## src/rtl/loader_pkg.sv

```systemverilog
// loader_pkg: definitions shared by the program loader and its word assembler.
//   loader_state_t   : load sequencer states
//   INST_W_DEFAULT   : core instruction width, shared with the decode stage
//   ACK_BYTE_DEFAULT : byte returned to the host after a good load
//   HDR_BYTES        : length of the word-count header in bytes
package loader_pkg;

  localparam int         INST_W_DEFAULT   = 32;
  localparam logic [7:0] ACK_BYTE_DEFAULT = 8'hAA;
  localparam int         HDR_BYTES        = 4;

  typedef enum logic [2:0] {
    IDLE,
    HDR,
    BODY,
    ACK,
    DONE,
    ERR
  } loader_state_t;

endpackage

```

## src/rtl/word_assembler.sv

```systemverilog
// word_assembler: packs a byte stream into big-endian words.
//   clk, rst   : clock, asynchronous active-high reset
//   clear      : drops any partially assembled word
//   byte_in    : incoming byte
//   byte_valid : byte_in is accepted this cycle
//   word_out   : assembled word, valid together with word_valid
//   word_valid : one-cycle flag, high in the cycle the last byte of a word
//                is presented
// The outputs are combinational from the held bytes and the current byte,
// so the consumer can register the finished word on the same edge that
// accepts its last byte.
module word_assembler
  import loader_pkg::*;
#(
  parameter int WORD_W = INST_W_DEFAULT
) (
  input  logic              clk,
  input  logic              rst,
  input  logic              clear,
  input  logic [7:0]        byte_in,
  input  logic              byte_valid,
  output logic [WORD_W-1:0] word_out,
  output logic              word_valid
);

  // Holds the bytes already received for the current word, oldest on top.
  logic [WORD_W-9:0] shift_reg;
  logic [1:0]        byte_cnt_reg;

  always_ff @(posedge clk or posedge rst) begin
    if (rst) begin
      shift_reg    <= '0;
      byte_cnt_reg <= '0;
    end else if (clear) begin
      shift_reg    <= '0;
      byte_cnt_reg <= '0;
    end else if (byte_valid) begin
      shift_reg    <= {shift_reg[WORD_W-17:0], byte_in};
      // Wraps 3 -> 0 on the last byte of a word.
      byte_cnt_reg <= byte_cnt_reg + 2'd1;
    end
  end

  assign word_out   = {shift_reg, byte_in};
  assign word_valid = byte_valid && (byte_cnt_reg == 2'(HDR_BYTES - 1));

endmodule

```

## src/rtl/inst_loader.sv

```systemverilog
// inst_loader: boot-time loader that fills instruction memory from the UART.
// Receives a 4-byte big-endian word count N, then N big-endian instruction
// words, written to consecutive word addresses from 0. Afterwards the
// acknowledge byte is sent to the host and done is raised.
//   clk, rst             : clock, asynchronous active-high reset
//   start                : one-cycle pulse that begins a load
//   rx_data, rx_valid    : received byte and its strobe
//   tx_data, tx_valid    : byte to transmit, held until tx_ready
//   tx_ready             : transmitter takes the byte
//   imem_we/addr/wdata   : instruction-memory write port (one-cycle pulse)
//   busy, done, error    : load in progress / finished / header rejected
//   word_count           : words written in the current load
// All outputs are registered.
module inst_loader
  import loader_pkg::*;
#(
  parameter int         INST_W   = INST_W_DEFAULT,
  parameter int         ADDR_W   = 15,
  parameter logic [7:0] ACK_BYTE = ACK_BYTE_DEFAULT
) (
  input  logic              clk,
  input  logic              rst,
  input  logic              start,
  input  logic [7:0]        rx_data,
  input  logic              rx_valid,
  output logic [7:0]        tx_data,
  output logic              tx_valid,
  input  logic              tx_ready,
  output logic              imem_we,
  output logic [ADDR_W-1:0] imem_addr,
  output logic [INST_W-1:0] imem_wdata,
  output logic              busy,
  output logic              done,
  output logic              error,
  output logic [ADDR_W:0]   word_count
);

  // Largest legal word count: the full memory, 2^ADDR_W words. One extra
  // bit so the comparison sees every header bit without truncation.
  localparam logic [INST_W:0] CAPACITY = (INST_W + 1)'(1) << ADDR_W;

  loader_state_t      state_reg, state_next;
  logic [INST_W-1:0]  hdr_reg, hdr_next;
  logic [ADDR_W:0]    word_count_reg, word_count_next;
  logic [7:0]         tx_data_reg, tx_data_next;
  logic               tx_valid_reg, tx_valid_next;
  logic               imem_we_reg, imem_we_next;
  logic [ADDR_W-1:0]  imem_addr_reg, imem_addr_next;
  logic [INST_W-1:0]  imem_wdata_reg, imem_wdata_next;
  logic               busy_reg, busy_next;
  logic               done_reg, done_next;
  logic               error_reg, error_next;

  logic               asm_clear;
  logic               asm_byte_valid;
  logic [INST_W-1:0]  asm_word;
  logic               asm_word_valid;
  logic [ADDR_W:0]    count_inc;

  // Bytes count only while a header or body is expected; anything arriving
  // in IDLE (including alongside start), ACK, DONE or ERR is dropped.
  assign asm_byte_valid = rx_valid && ((state_reg == HDR) || (state_reg == BODY));

  word_assembler #(
    .WORD_W(INST_W)
  ) u_word_assembler (
    .clk        (clk),
    .rst        (rst),
    .clear      (asm_clear),
    .byte_in    (rx_data),
    .byte_valid (asm_byte_valid),
    .word_out   (asm_word),
    .word_valid (asm_word_valid)
  );

  assign count_inc = word_count_reg + 1'b1;

  always_ff @(posedge clk or posedge rst) begin
    if (rst) begin
      state_reg      <= IDLE;
      hdr_reg        <= '0;
      word_count_reg <= '0;
      tx_data_reg    <= '0;
      tx_valid_reg   <= 1'b0;
      imem_we_reg    <= 1'b0;
      imem_addr_reg  <= '0;
      imem_wdata_reg <= '0;
      busy_reg       <= 1'b0;
      done_reg       <= 1'b0;
      error_reg      <= 1'b0;
    end else begin
      state_reg      <= state_next;
      hdr_reg        <= hdr_next;
      word_count_reg <= word_count_next;
      tx_data_reg    <= tx_data_next;
      tx_valid_reg   <= tx_valid_next;
      imem_we_reg    <= imem_we_next;
      imem_addr_reg  <= imem_addr_next;
      imem_wdata_reg <= imem_wdata_next;
      busy_reg       <= busy_next;
      done_reg       <= done_next;
      error_reg      <= error_next;
    end
  end

  always_comb begin
    state_next      = state_reg;
    hdr_next        = hdr_reg;
    word_count_next = word_count_reg;
    tx_data_next    = tx_data_reg;
    tx_valid_next   = tx_valid_reg;
    imem_we_next    = 1'b0;
    imem_addr_next  = imem_addr_reg;
    imem_wdata_next = imem_wdata_reg;
    asm_clear       = 1'b0;

    unique case (state_reg)
      IDLE, DONE, ERR: begin
        if (start) begin
          state_next      = HDR;
          hdr_next        = '0;
          word_count_next = '0;
          asm_clear       = 1'b1;
        end
      end

      HDR: begin
        if (asm_word_valid) begin
          hdr_next = asm_word;
          if (asm_word == '0) begin
            // Empty program: acknowledge straight away.
            state_next    = ACK;
            tx_valid_next = 1'b1;
            tx_data_next  = ACK_BYTE;
          end else if ({1'b0, asm_word} > CAPACITY) begin
            state_next = ERR;
          end else begin
            state_next = BODY;
          end
        end
      end

      BODY: begin
        if (asm_word_valid) begin
          imem_we_next    = 1'b1;
          imem_addr_next  = word_count_reg[ADDR_W-1:0];
          imem_wdata_next = asm_word;
          word_count_next = count_inc;
          // Leaving on the same edge as the last write keeps that write
          // ahead of done.
          if (INST_W'(count_inc) == hdr_reg) begin
            state_next    = ACK;
            tx_valid_next = 1'b1;
            tx_data_next  = ACK_BYTE;
          end
        end
      end

      ACK: begin
        if (tx_ready) begin
          state_next    = DONE;
          tx_valid_next = 1'b0;
          tx_data_next  = '0;
        end
      end

      default: begin
        state_next = IDLE;
      end
    endcase

    // Status flags follow the state being entered so they line up with
    // the registered state.
    busy_next  = (state_next == HDR) || (state_next == BODY) || (state_next == ACK);
    done_next  = (state_next == DONE);
    error_next = (state_next == ERR);
  end

  assign tx_data    = tx_data_reg;
  assign tx_valid   = tx_valid_reg;
  assign imem_we    = imem_we_reg;
  assign imem_addr  = imem_addr_reg;
  assign imem_wdata = imem_wdata_reg;
  assign busy       = busy_reg;
  assign done       = done_reg;
  assign error      = error_reg;
  assign word_count = word_count_reg;

endmodule
```

## config.mk

```make
export PLATFORM = sky130hd
export DESIGN_NAME = inst_loader
export DESIGN_NICKNAME = d
export VERILOG_FILES = /design/src/rtl/loader_pkg.sv /design/src/rtl/word_assembler.sv /design/src/rtl/inst_loader.sv
export SDC_FILE = /design/constraint.sdc
export NUM_CORES = 1
export LEC_CHECK = 0
export BUFFER_PORTS_ARGS = -buffer_cell sky130_fd_sc_hd__clkbuf_2
export CORE_MARGIN = 2
export CORE_UTILIZATION = 52
export CTS_BUF_LIST = sky130_fd_sc_hd__clkbuf_16
export DETAILED_ROUTE_END_ITERATION = 10
export PLACE_DENSITY = 0.76
export REMOVE_ABC_BUFFERS = 1
export SLEW_MARGIN = 0
export SYNTH_ARGS = -nofsm -noshare
export SYNTH_HDL_FRONTEND = slang
export SYNTH_HIERARCHICAL = 1
export SYNTH_SLANG_ARGS = --single-unit
```

## constraint.sdc

```tcl
create_clock -name clk -period 3.1 [get_ports clk]
set_input_delay 0.62 -clock clk [delete_from_list [all_inputs] [get_ports clk]]
set_output_delay 0.62 -clock clk [all_outputs]
set_load 0.05 [all_outputs]
```

==> impl_metrics.yaml, run 1 <==
power_and_ir_drop:
  p_leak_nw: 3.62
  proportion_of_power_drawn_by_the_clock_network: 0.362
  cell_pwr_density_nw_per_um2: 804
  vdd_drop_max_mv: 0.530
  switching_share: 0.333
  pwr-share-comb: 0.226
  netSwitchingPower_mw: 1.91
  power.share.sequential: 0.412
  power.internal_mw: 3.82
clock_tree:
  cts_sinks: 129
  clock_insertion_delay_worst_skew_ns: 0.42
  cts_inserted_buffers: 17
  clkSlewWorstSetupHoldPaths_ns: 0.06
  post_cts_resized: 0
  tritoncts: "built"
  cts_root_buf: "sky130_fd_sc_hd__clkbuf_16"
  cts_setup_buffers: 0
  cts.hold.buffers_added: 0
  clockBufferDepth: 2
  cts_max_level: 4
placed_design:
  buffer_ports.inserted: 84
  placedInstanceArea_um2: 6500
  routabilityCongestion: 0.870
  place_worst_setup_slack_ns: 0.202
  place.detailed.hpwl_mm: 9.59
setup_path:
  arrival_time_of_the_worst_setup_path_ns: 3.26
  timing.critical_path.fanout_max: 11
  cp_slowest_stage_delay_ns: 0.54
  critical_path.top_delay_family: "simple AND/OR/NAND/NOR gates"
  worstPathRequired_ns: 3.44
  crit_path_end_kind: "flop"
  path_cells: "nand4_2, nor4_2, nor3b_2, xnor2_1, or4_4, or4_1, a21oi_1"
  cpMaxStageDelayCell: "sky130_fd_sc_hd__or4_1"
  worst-path-buf-inv: 0
  start_kind: "flop"
  criticalPathCategory: "flop to flop"
cells_and_area:
  post-route-cell-area_um2: 7120
  drive_above_1_share: 0.187
  number_of_nets_in_the_final_layout: 753
  antenna_cells: 0
  area_growth_syn_to_layout_pct: 16.9
sta:
  period_share: 0.940
  final-hold-violation-count: 0
  worst_clock_skew_ns: 0.00795
  unrepaired_setup_endpoints_after_global_routing: "no"
  finalWorstSetupSlack_ns: 0.185
  fin_crit_ns: 2.91
  slew-limit-headroom: 0.357
  max_freq_mhz: 343
  setup_viol_count_final: 0
  total_count_of_max_transition_violations_in_the_final_report: 0
  finalSetupTns_ns: 0
  worst_pin_slew_ns: 0.964
grt:
  grt_overflow_total: 0
  first_pass_grt_wire_length_mm: 24.4
  grt_usage: 0.243
  grt_antenna_before_repair: 0
  first_global_vias: 4963
  grt_start_max_net_pins: 70
logic_synthesis:
  synth.ff_latch_count: 129
  syn_avg_cell_area_um2: 8.98
  synthTopCellsByCount: "sky130_fd_sc_hd__nand2_1, sky130_fd_sc_hd__dfrtp_1, sky130_fd_sc_hd__o21ai_0, sky130_fd_sc_hd__nor2_1"
  synth-edff-count: 0
  synth_warnings: 6
  netlist_instances: 678
  synth_flop_cell: "sky130_fd_sc_hd__dfrtp_1"
  ys_seq_area_frac: 0.530
  netlist.area_leader.share: 0.530
  synthDistinctLibCells: 47
  post-synth-top-area-cell: "sky130_fd_sc_hd__dfrtp_1"
  asyncSetResetFlopFracSynth: 1.00
  synthMostInstantiatedCell: "sky130_fd_sc_hd__nand2_1"
  synth_top_cells_by_area: "sky130_fd_sc_hd__dfrtp_1, sky130_fd_sc_hd__nand2_1, sky130_fd_sc_hd__o21ai_0"
  synth_area_um2: 6090
die:
  rows: 39
  die_area_um2: 12600
  top_level_ports: 89
  floorplan.core_area_um2: 11400
  die-width_um: 112
  initial_core_util: 0.533
  die-height_um: 112
detailed_routing:
  drc: 0
  drt_first_iter_violations: 381
  drt-pass1-iter-count: 5
  avgRoutedWirePerCell_um: 16.4
  routed-via-count: 5014
  route.final.wire_length_mm: 14.6
  drtAntennaViolNets: 0
  vias_per_cell: 5.61
outcome:
  outcome: "finished, final reports clean"
job:
  cap_viol_max_count: 0
hold_path:
  timing.hold.worst.class: "input pin to asynchronous set/reset pin"
## power groups by stage
| stage | logic (mW) | clock network [mW] | registers [mW] |
|---|---|---|---|
| final | 1.29 | 2.07 | 2.36 |
| after global routing | 1.43 | 2.18 | 2.41 |
| after detailed placement | 1.25 | 0 | 2.37 |
| after CTS | 1.29 | 2.10 | 2.35 |
| after floorplan | 0.891 | 0 | 2.29 |
| after global placement | 1.20 | 0 | 2.35 |
## final cells by class
type	count	area, um^2
multi-input combinational	485	2520
timing repair buffer	97	543
fill	971	4300
clock inverter	14	190
clock buffer	17	425
sequential	129	3230
tap	143	179
inverter	8	32.5
## layout by cell type, fill, tap and decap left out, types with 2 or more instances in the layout
cell type | netlist | final
sky130_fd_sc_hd__nor4_1 | 15 | 15
sky130_fd_sc_hd__bufinv_16 | 0 | 4
sky130_fd_sc_hd__clkinv_4 | 0 | 3
sky130_fd_sc_hd__nand2b_1 | 3 | 3
sky130_fd_sc_hd__clkbuf_2 | 1 | 84
sky130_fd_sc_hd__buf_4 | 18 | 11
sky130_fd_sc_hd__nand4_1 | 8 | 8
sky130_fd_sc_hd__nor3b_2 | 1 | 2
sky130_fd_sc_hd__xnor2_1 | 12 | 12
sky130_fd_sc_hd__or4_1 | 2 | 2
sky130_fd_sc_hd__clkinv_1 | 0 | 2
sky130_fd_sc_hd__conb_1 | 1 | 4
sky130_fd_sc_hd__nor2_1 | 47 | 47
sky130_fd_sc_hd__a31oi_1 | 4 | 4
sky130_fd_sc_hd__nand3b_1 | 3 | 3
sky130_fd_sc_hd__and2_1 | 5 | 5
sky130_fd_sc_hd__nor3_1 | 7 | 7
sky130_fd_sc_hd__o21ai_0 | 61 | 61
sky130_fd_sc_hd__nand3_1 | 10 | 10
sky130_fd_sc_hd__o31ai_1 | 7 | 7
sky130_fd_sc_hd__a21oi_1 | 8 | 6
sky130_fd_sc_hd__mux2i_1 | 27 | 27
sky130_fd_sc_hd__a31o_2 | 2 | 2
sky130_fd_sc_hd__inv_1 | 8 | 7
sky130_fd_sc_hd__o41ai_1 | 3 | 3
sky130_fd_sc_hd__or4_4 | 2 | 2
sky130_fd_sc_hd__clkbuf_16 | 0 | 17
sky130_fd_sc_hd__and3_1 | 4 | 4
sky130_fd_sc_hd__ha_1 | 2 | 2
sky130_fd_sc_hd__buf_12 | 2 | 2
sky130_fd_sc_hd__clkinvlp_4 | 0 | 3
sky130_fd_sc_hd__nand2_1 | 220 | 219
sky130_fd_sc_hd__or3_1 | 2 | 2
sky130_fd_sc_hd__xor2_1 | 13 | 13
sky130_fd_sc_hd__dfrtp_1 | 129 | 129
## worst paths after layout
path                          startpoint                              to  slack (ns)  cells past startpoint
setup / recovery           word_count[5]                      tx_data[5]        0.19                      7
hold / removal                       rst                  imem_wdata[11]        0.26                      2
setup reg to reg           word_count[5]                      tx_data[5]        0.19                      7
hold reg to reg             imem_addr[8]                    imem_addr[8]        0.47                      2
max in group asynchronous            rst  u_word_assembler/shift_reg[22]        2.06                      2
min in group clk              rx_data[4]                   imem_wdata[4]        0.46                      3
## metrics by stage
step	std cells	hold WS, ns	util	total power, mW
detailed placement	862	0.461	0.569	3.62
global placement	862	0.457	0.569	3.56
CTS	893	0.271	0.623	5.74
global route	893	0.296	0.623	6.02
floorplan	622	0.450	-	3.18
finish	893	0.258	0.623	5.72
## cells by family (layout without fill, tap and decap cells)
| kind of cell | Yosys count | count (layout) | share of synthesized area |
|---|---|---|---|
| AOI/OAI and AO/OA | 92 | 92 | 0.0853 |
| DFF | 129 | 129 | 0.530 |
| xor gates and xnor gates | 25 | 25 | 0.0360 |
| muxes | 27 | 27 | 0.0444 |
| buffers and inverters | 67 | 136 | 0.0615 |
| other | 1 | 4 | 0.000616 |
| adders and majority gates | 2 | 2 | 0.00411 |
| and+or+nand+nor | 335 | 335 | 0.238 |
## routing by layer
metal | up-vias | GRT usage | part of all wire
met4 | 0 | 0.0919 | 0.023
met5 | - | 0 | 0
li1 | 2354 | - | -
met2 | 172 | 0.379 | 0.47
met1 | 2453 | 0.327 | 0.45
met3 | 35 | 0.0670 | 0.059
Note: power is estimated with default switching activity, not from simulation.
==> run 2, diff against run 1 <==
--- a/config.mk
+++ b/config.mk
@@ -10,9 +10,9 @@
 export CORE_UTILIZATION = 52
 export CTS_BUF_LIST = sky130_fd_sc_hd__clkbuf_16
 export DETAILED_ROUTE_END_ITERATION = 10
+export MAX_ROUTING_LAYER = met4
 export PLACE_DENSITY = 0.76
 export REMOVE_ABC_BUFFERS = 1
-export SLEW_MARGIN = 0
 export SYNTH_ARGS = -nofsm -noshare
 export SYNTH_HDL_FRONTEND = slang
 export SYNTH_HIERARCHICAL = 1
==> run 2 against run 1 <==
Maximum frequency is 0.86% higher. Power fell by 2.9%. Clock power decreased by 7%. Combinational power about the same. Sequential share of layout area up 0.19 points. Wire length up 1.1%. Critical endpoint unchanged.
==> impl_metrics.yaml, run 2 (synthesis gave the netlist of run 1 again) <==
cells_and_area:
  area.sequential_um2: 3230
  drive_above_1_share: 0.185
  highest_count_cells_in_the_layout_ignoring_fill_and_taps: "sky130_fd_sc_hd__nand2_1, sky130_fd_sc_hd__dfrtp_1, sky130_fd_sc_hd__clkbuf_2"
  area_growth_syn_to_layout_pct: 16.4
  multi_input_area_um2: 2530
  fillCellCount: 962
  instances_no_fill: 893
  leading_cell_type_in_the_layout_fill_and_taps_excluded: "sky130_fd_sc_hd__nand2_1"
  antenna_cells: 0
  number_of_nets_in_the_final_layout: 753
setup_path:
  cp_slowest_stage_delay_ns: 0.58
  worstPathRequired_ns: 3.44
  start_kind: "flop"
  criticalPathCategory: "flop to flop"
  cpMaxStageDelayCell: "sky130_fd_sc_hd__or4_4"
  worst-path-buf-inv: 0
  crit_top_cell: "sky130_fd_sc_hd__or4_4"
  path_cells: "nand3_1, or4_4, nand3b_1, o21ai_1, or4_4, or4_1, a21oi_1"
  timing.critical_path.fanout_max: 10
  crit_path_end_kind: "flop"
  critical_path.top_delay_family: "simple AND/OR/NAND/NOR gates"
  arrival_time_of_the_worst_setup_path_ns: 3.23
die:
  die-height_um: 112
  rows: 39
  die-width_um: 112
  floorplan.core_area_um2: 11400
  die_area_um2: 12600
  initial_core_util: 0.533
  top_level_ports: 89
clock_tree:
  clkSlewWorstSetupHoldPaths_ns: 0.06
  clock_insertion_delay_worst_skew_ns: 0.42
  cts_max_level: 4
  clockBufferDepth: 2
  cts_root_buf: "sky130_fd_sc_hd__clkbuf_16"
  post_cts_resized: 0
  cts_sinks: 129
  cts_setup_buffers: 0
  cts.hold.buffers_added: 0
  tritoncts: "built"
  cts_inserted_buffers: 17
detailed_routing:
  top_metal_layer_carrying_routed_signals: "met4"
  met3RoutedLength_um: 895
  routed-via-count: 4970
  drt_first_iter_violations: 494
  route.layer.met1.wl_mm: 6.48
  route.met2.wl_mm: 7.09
  drtAntennaViolNets: 0
  route.final.wire_length_mm: 14.8
  drt-pass1-iter-count: 5
  vias_per_cell: 5.57
  avgRoutedWirePerCell_um: 16.5
  drc: 0
grt:
  grt_antenna_before_repair: 0
  first_pass_grt_wire_length_mm: 24.6
  grt_overflow_total: 0
  grt_start_max_net_pins: 70
  grt_usage: 0.253
  first_global_vias: 4755
sta:
  fin_crit_ns: 2.89
  setup_viol_count_final: 0
  worst_clock_skew_ns: 0.0104
  worst_pin_slew_ns: 0.992
  unrepaired_setup_endpoints_after_global_routing: "no"
  total_count_of_max_transition_violations_in_the_final_report: 0
  final-hold-violation-count: 0
  finalSetupTns_ns: 0
  period_share: 0.932
  slew-limit-headroom: 0.338
  max_freq_mhz: 346
power_and_ir_drop:
  cell_pwr_density_nw_per_um2: 784
  vdd_drop_max_mv: 0.392
  p_leak_nw: 3.64
outcome:
  outcome: "finished, final reports clean"
placed_design:
  place.detailed.hpwl_mm: 9.64
  dpl.cell_count: 862
  buffer_ports.inserted: 84
  routabilityCongestion: 0.900
job:
  cap_viol_max_count: 0
hold_path:
  timing.hold.worst.class: "input pin to asynchronous set/reset pin"
-- run 2: changes by cell type in the layout (fill, tap and decap cells not counted), sizes merged --
cell / before / now
bufinv: 4 / 2
clkinv: 6 / 7
clkinvlp: 3 / 0
inv: 9 / 13
-- run 2: where the power goes --
part	internal (mW)	leakage (nW)	switching, mW	total, mW
combinational	0.480	1.62	0.802	1.28
clock	1.18	0.288	0.742	1.92
sequential	2.00	1.74	0.356	2.36
-- run 2: area by class of cell --
type                    instances  share of cell area
clock buffers                  17              0.0600
clock inverters                14              0.0201
inverters                       8             0.00459
multi-input cells             485               0.358
flip-flops and latches        129               0.456
well taps                     143              0.0253
repair buffers                 97              0.0766
-- run 2: metal layers --
layer	track usage	vias up
li1	-	2353
met1	0.339	2397
met2	0.381	189
met3	0.0589	31
met4	0.0935	0
met5	-	-
-- run 2: path summary, 6_finish.rpt --
check / cells after the start / slack, ns / from / to
setup / recovery: 7 / 0.21 / word_count[0] / tx_data[5]
hold / removal: 2 / 0.28 / rst / imem_wdata[3]
setup reg to reg: 7 / 0.21 / word_count[0] / tx_data[5]
hold reg to reg: 2 / 0.47 / imem_addr[8] / imem_addr[8]
max in group asynchronous: 2 / 2.03 / rst / u_word_assembler/shift_reg[1]
min in group clk: 3 / 0.46 / rx_data[5] / imem_wdata[5]
-- run 2: metrics by stage --
step	utilization	instance area, um^2	power, mW	hold slack (ns)	setup slack [ns]
5_1_grt	0.621	7090	5.83	0.330	0.0362
2_1_floorplan	-	5750	3.18	0.450	-1.76
4_1_cts	0.619	7070	5.57	0.288	0.142
6_report	0.621	7090	5.56	0.285	0.210
3_5_place_dp	0.569	6500	3.62	0.462	0.141
3_3_place_gp	0.569	6500	3.56	0.457	0.319
==> run 3, diff against run 2 <==
--- a/config.mk
+++ b/config.mk
@@ -5,7 +5,7 @@
 export SDC_FILE = /design/constraint.sdc
 export NUM_CORES = 1
 export LEC_CHECK = 0
-export BUFFER_PORTS_ARGS = -buffer_cell sky130_fd_sc_hd__clkbuf_2
+export BUFFER_PORTS_ARGS = -buffer_cell sky130_fd_sc_hd__buf_2
 export CORE_MARGIN = 2
 export CORE_UTILIZATION = 52
 export CTS_BUF_LIST = sky130_fd_sc_hd__clkbuf_16
==> run 3 against run 2 <==
Sequential cell count unchanged. Register-to-register slack got worse by 0.02 ns. Die area unchanged. Largest power group unchanged. Clock skew decreased by 0.0035 ns. Critical path type unchanged. Design area decreased by 0.37%. Utilization decreased by 0.23 points. Clock power decreased by 2%. Highest routed layer unchanged. Largest cell class unchanged.
==> impl_metrics.yaml, run 3 (synthesis gave the netlist of run 1 again) <==
setup_path:
  start_kind: "flop"
  worstPathRequired_ns: 3.43
  criticalPathCategory: "flop to flop"
  timing.critical_path.fanout_max: 10
  crit_path_end_kind: "flop"
  arrival_time_of_the_worst_setup_path_ns: 3.25
detailed_routing:
  route.final.wire_length_mm: 14.3
  drc: 0
  routed-via-count: 4960
  drt-pass1-iter-count: 5
  drtAntennaViolNets: 0
  drt_first_iter_violations: 476
  vias_per_cell: 5.55
  avgRoutedWirePerCell_um: 16.0
job:
  cap_viol_max_count: 0
clock_tree:
  clockBufferDepth: 2
  tritoncts: "built"
  cts_max_level: 4
  clock_insertion_delay_worst_skew_ns: 0.42
  cts_inserted_buffers: 17
  cts_root_buf: "sky130_fd_sc_hd__clkbuf_16"
  cts_sinks: 129
  clkSlewWorstSetupHoldPaths_ns: 0.06
sta:
  unrepaired_setup_endpoints_after_global_routing: "no"
  setup_viol_count_final: 0
  finalWorstSetupSlack_ns: 0.189
  worst_pin_slew_ns: 1.00
  slew-limit-headroom: 0.333
  total_count_of_max_transition_violations_in_the_final_report: 0
  final-hold-violation-count: 0
  max_freq_mhz: 344
  fin_crit_ns: 2.91
  period_share: 0.939
  finalSetupTns_ns: 0
  worst_clock_skew_ns: 0.00686
die:
  die-height_um: 112
  top_level_ports: 89
  floorplan.core_area_um2: 11400
  die-width_um: 112
  rows: 39
  initial_core_util: 0.533
  die_area_um2: 12600
placed_design:
  routabilityCongestion: 0.844
  place.detailed.hpwl_mm: 9.39
  placedInstanceArea_um2: 6490
  place_worst_setup_slack_ns: 0.155
  buffer_ports.inserted: 84
power_and_ir_drop:
  proportion_of_power_drawn_by_the_clock_network: 0.341
  p_leak_nw: 3.69
  pwr-share-comb: 0.231
  power.internal_mw: 3.63
  vdd_drop_max_mv: 0.379
  switching_share: 0.340
  netSwitchingPower_mw: 1.87
  power.share.sequential: 0.428
  cell_pwr_density_nw_per_um2: 779
grt:
  grt_usage: 0.247
  first_global_vias: 4728
  grt_start_max_net_pins: 70
  first_pass_grt_wire_length_mm: 24.0
  grt_overflow_total: 0
  grt_antenna_before_repair: 0
cells_and_area:
  fillCellCount: 992
  highest_count_cells_in_the_layout_ignoring_fill_and_taps: "sky130_fd_sc_hd__nand2_1, sky130_fd_sc_hd__dfrtp_1, sky130_fd_sc_hd__buf_2"
  antenna_cells: 0
  drive_above_1_share: 0.181
  area_growth_syn_to_layout_pct: 16.0
  post-route-cell-area_um2: 7060
  number_of_nets_in_the_final_layout: 753
  leading_cell_type_in_the_layout_fill_and_taps_excluded: "sky130_fd_sc_hd__nand2_1"
hold_path:
  timing.hold.worst.class: "input pin to asynchronous set/reset pin"
outcome:
  outcome: "finished, final reports clean"
[run 3: repair_timing]
action	4_1_cts	5_1_grt
hold buffers	0	0
endpoints found under the setup margin	0	1
gates resized for setup	0	2
setup buffers	0	0
[run 3: cell type report]
class,instances,area (um^2),area share
Multi-Input combinational cell,485,2530,0.359
Timing Repair Buffer,97,531,0.0752
Sequential cell,129,3230,0.457
Clock buffer,17,425,0.0603
Clock inverter,15,129,0.0183
Inverter,8,32.5,0.00461
Tap cell,143,179,0.0253
[run 3: final timing paths]
path	start	to	slack, ns	cells after the start
worst min-delay path	rst	imem_wdata[3]	0.31	2
worst max-delay path	word_count[0]	tx_data[5]	0.19	7
worst min register to register	imem_addr[11]	imem_addr[11]	0.47	2
max in group asynchronous	rst	u_word_assembler/shift_reg[9]	2.02	2
worst max register to register	word_count[0]	tx_data[5]	0.19	7
min in group clk	imem_addr[11]	imem_addr[11]	0.47	2
[run 3: layer usage]
layer / share of wire / global-route usage / routed length [um]
met1: 0.46 / 0.332 / 6580
met2: 0.46 / 0.371 / 6640
met3: 0.054 / 0.0464 / 773
met4: 0.022 / 0.107 / 312
met5: 0 / - / 0
[run 3: power by group through the flow]
stage / Clock [mW] / Sequential, mW / Combinational, mW
finish: 1.88 / 2.35 / 1.27
global placement: 0 / 2.35 / 1.19
floorplan: 0 / 2.29 / 0.891
global route: 1.97 / 2.39 / 1.41
CTS: 1.90 / 2.35 / 1.27
detailed placement: 0 / 2.37 / 1.24
[run 3: per-stage QoR]
step | utilization | hold WS (ns) | cells | power [mW]
final | 0.618 | 0.312 | 894 | 5.50
after global routing | 0.618 | 0.368 | 894 | 5.77
after CTS | 0.617 | 0.326 | 894 | 5.51
after detailed placement | 0.568 | 0.456 | 862 | 3.61
after global placement | 0.568 | 0.452 | 862 | 3.55
after floorplan | - | 0.450 | 622 | 3.18
[run 3: worst max-delay path, stage by stage, from the launching register on]
cell and delay (ns):
sky130_fd_sc_hd__dfrtp_1 0.54, sky130_fd_sc_hd__nand3_1 0.31, sky130_fd_sc_hd__or4_4 0.57, sky130_fd_sc_hd__nand3b_1 0.10
sky130_fd_sc_hd__o21ai_1 0.07, sky130_fd_sc_hd__or4_4 0.53, sky130_fd_sc_hd__or4_1 0.54, sky130_fd_sc_hd__a21oi_1 0.18
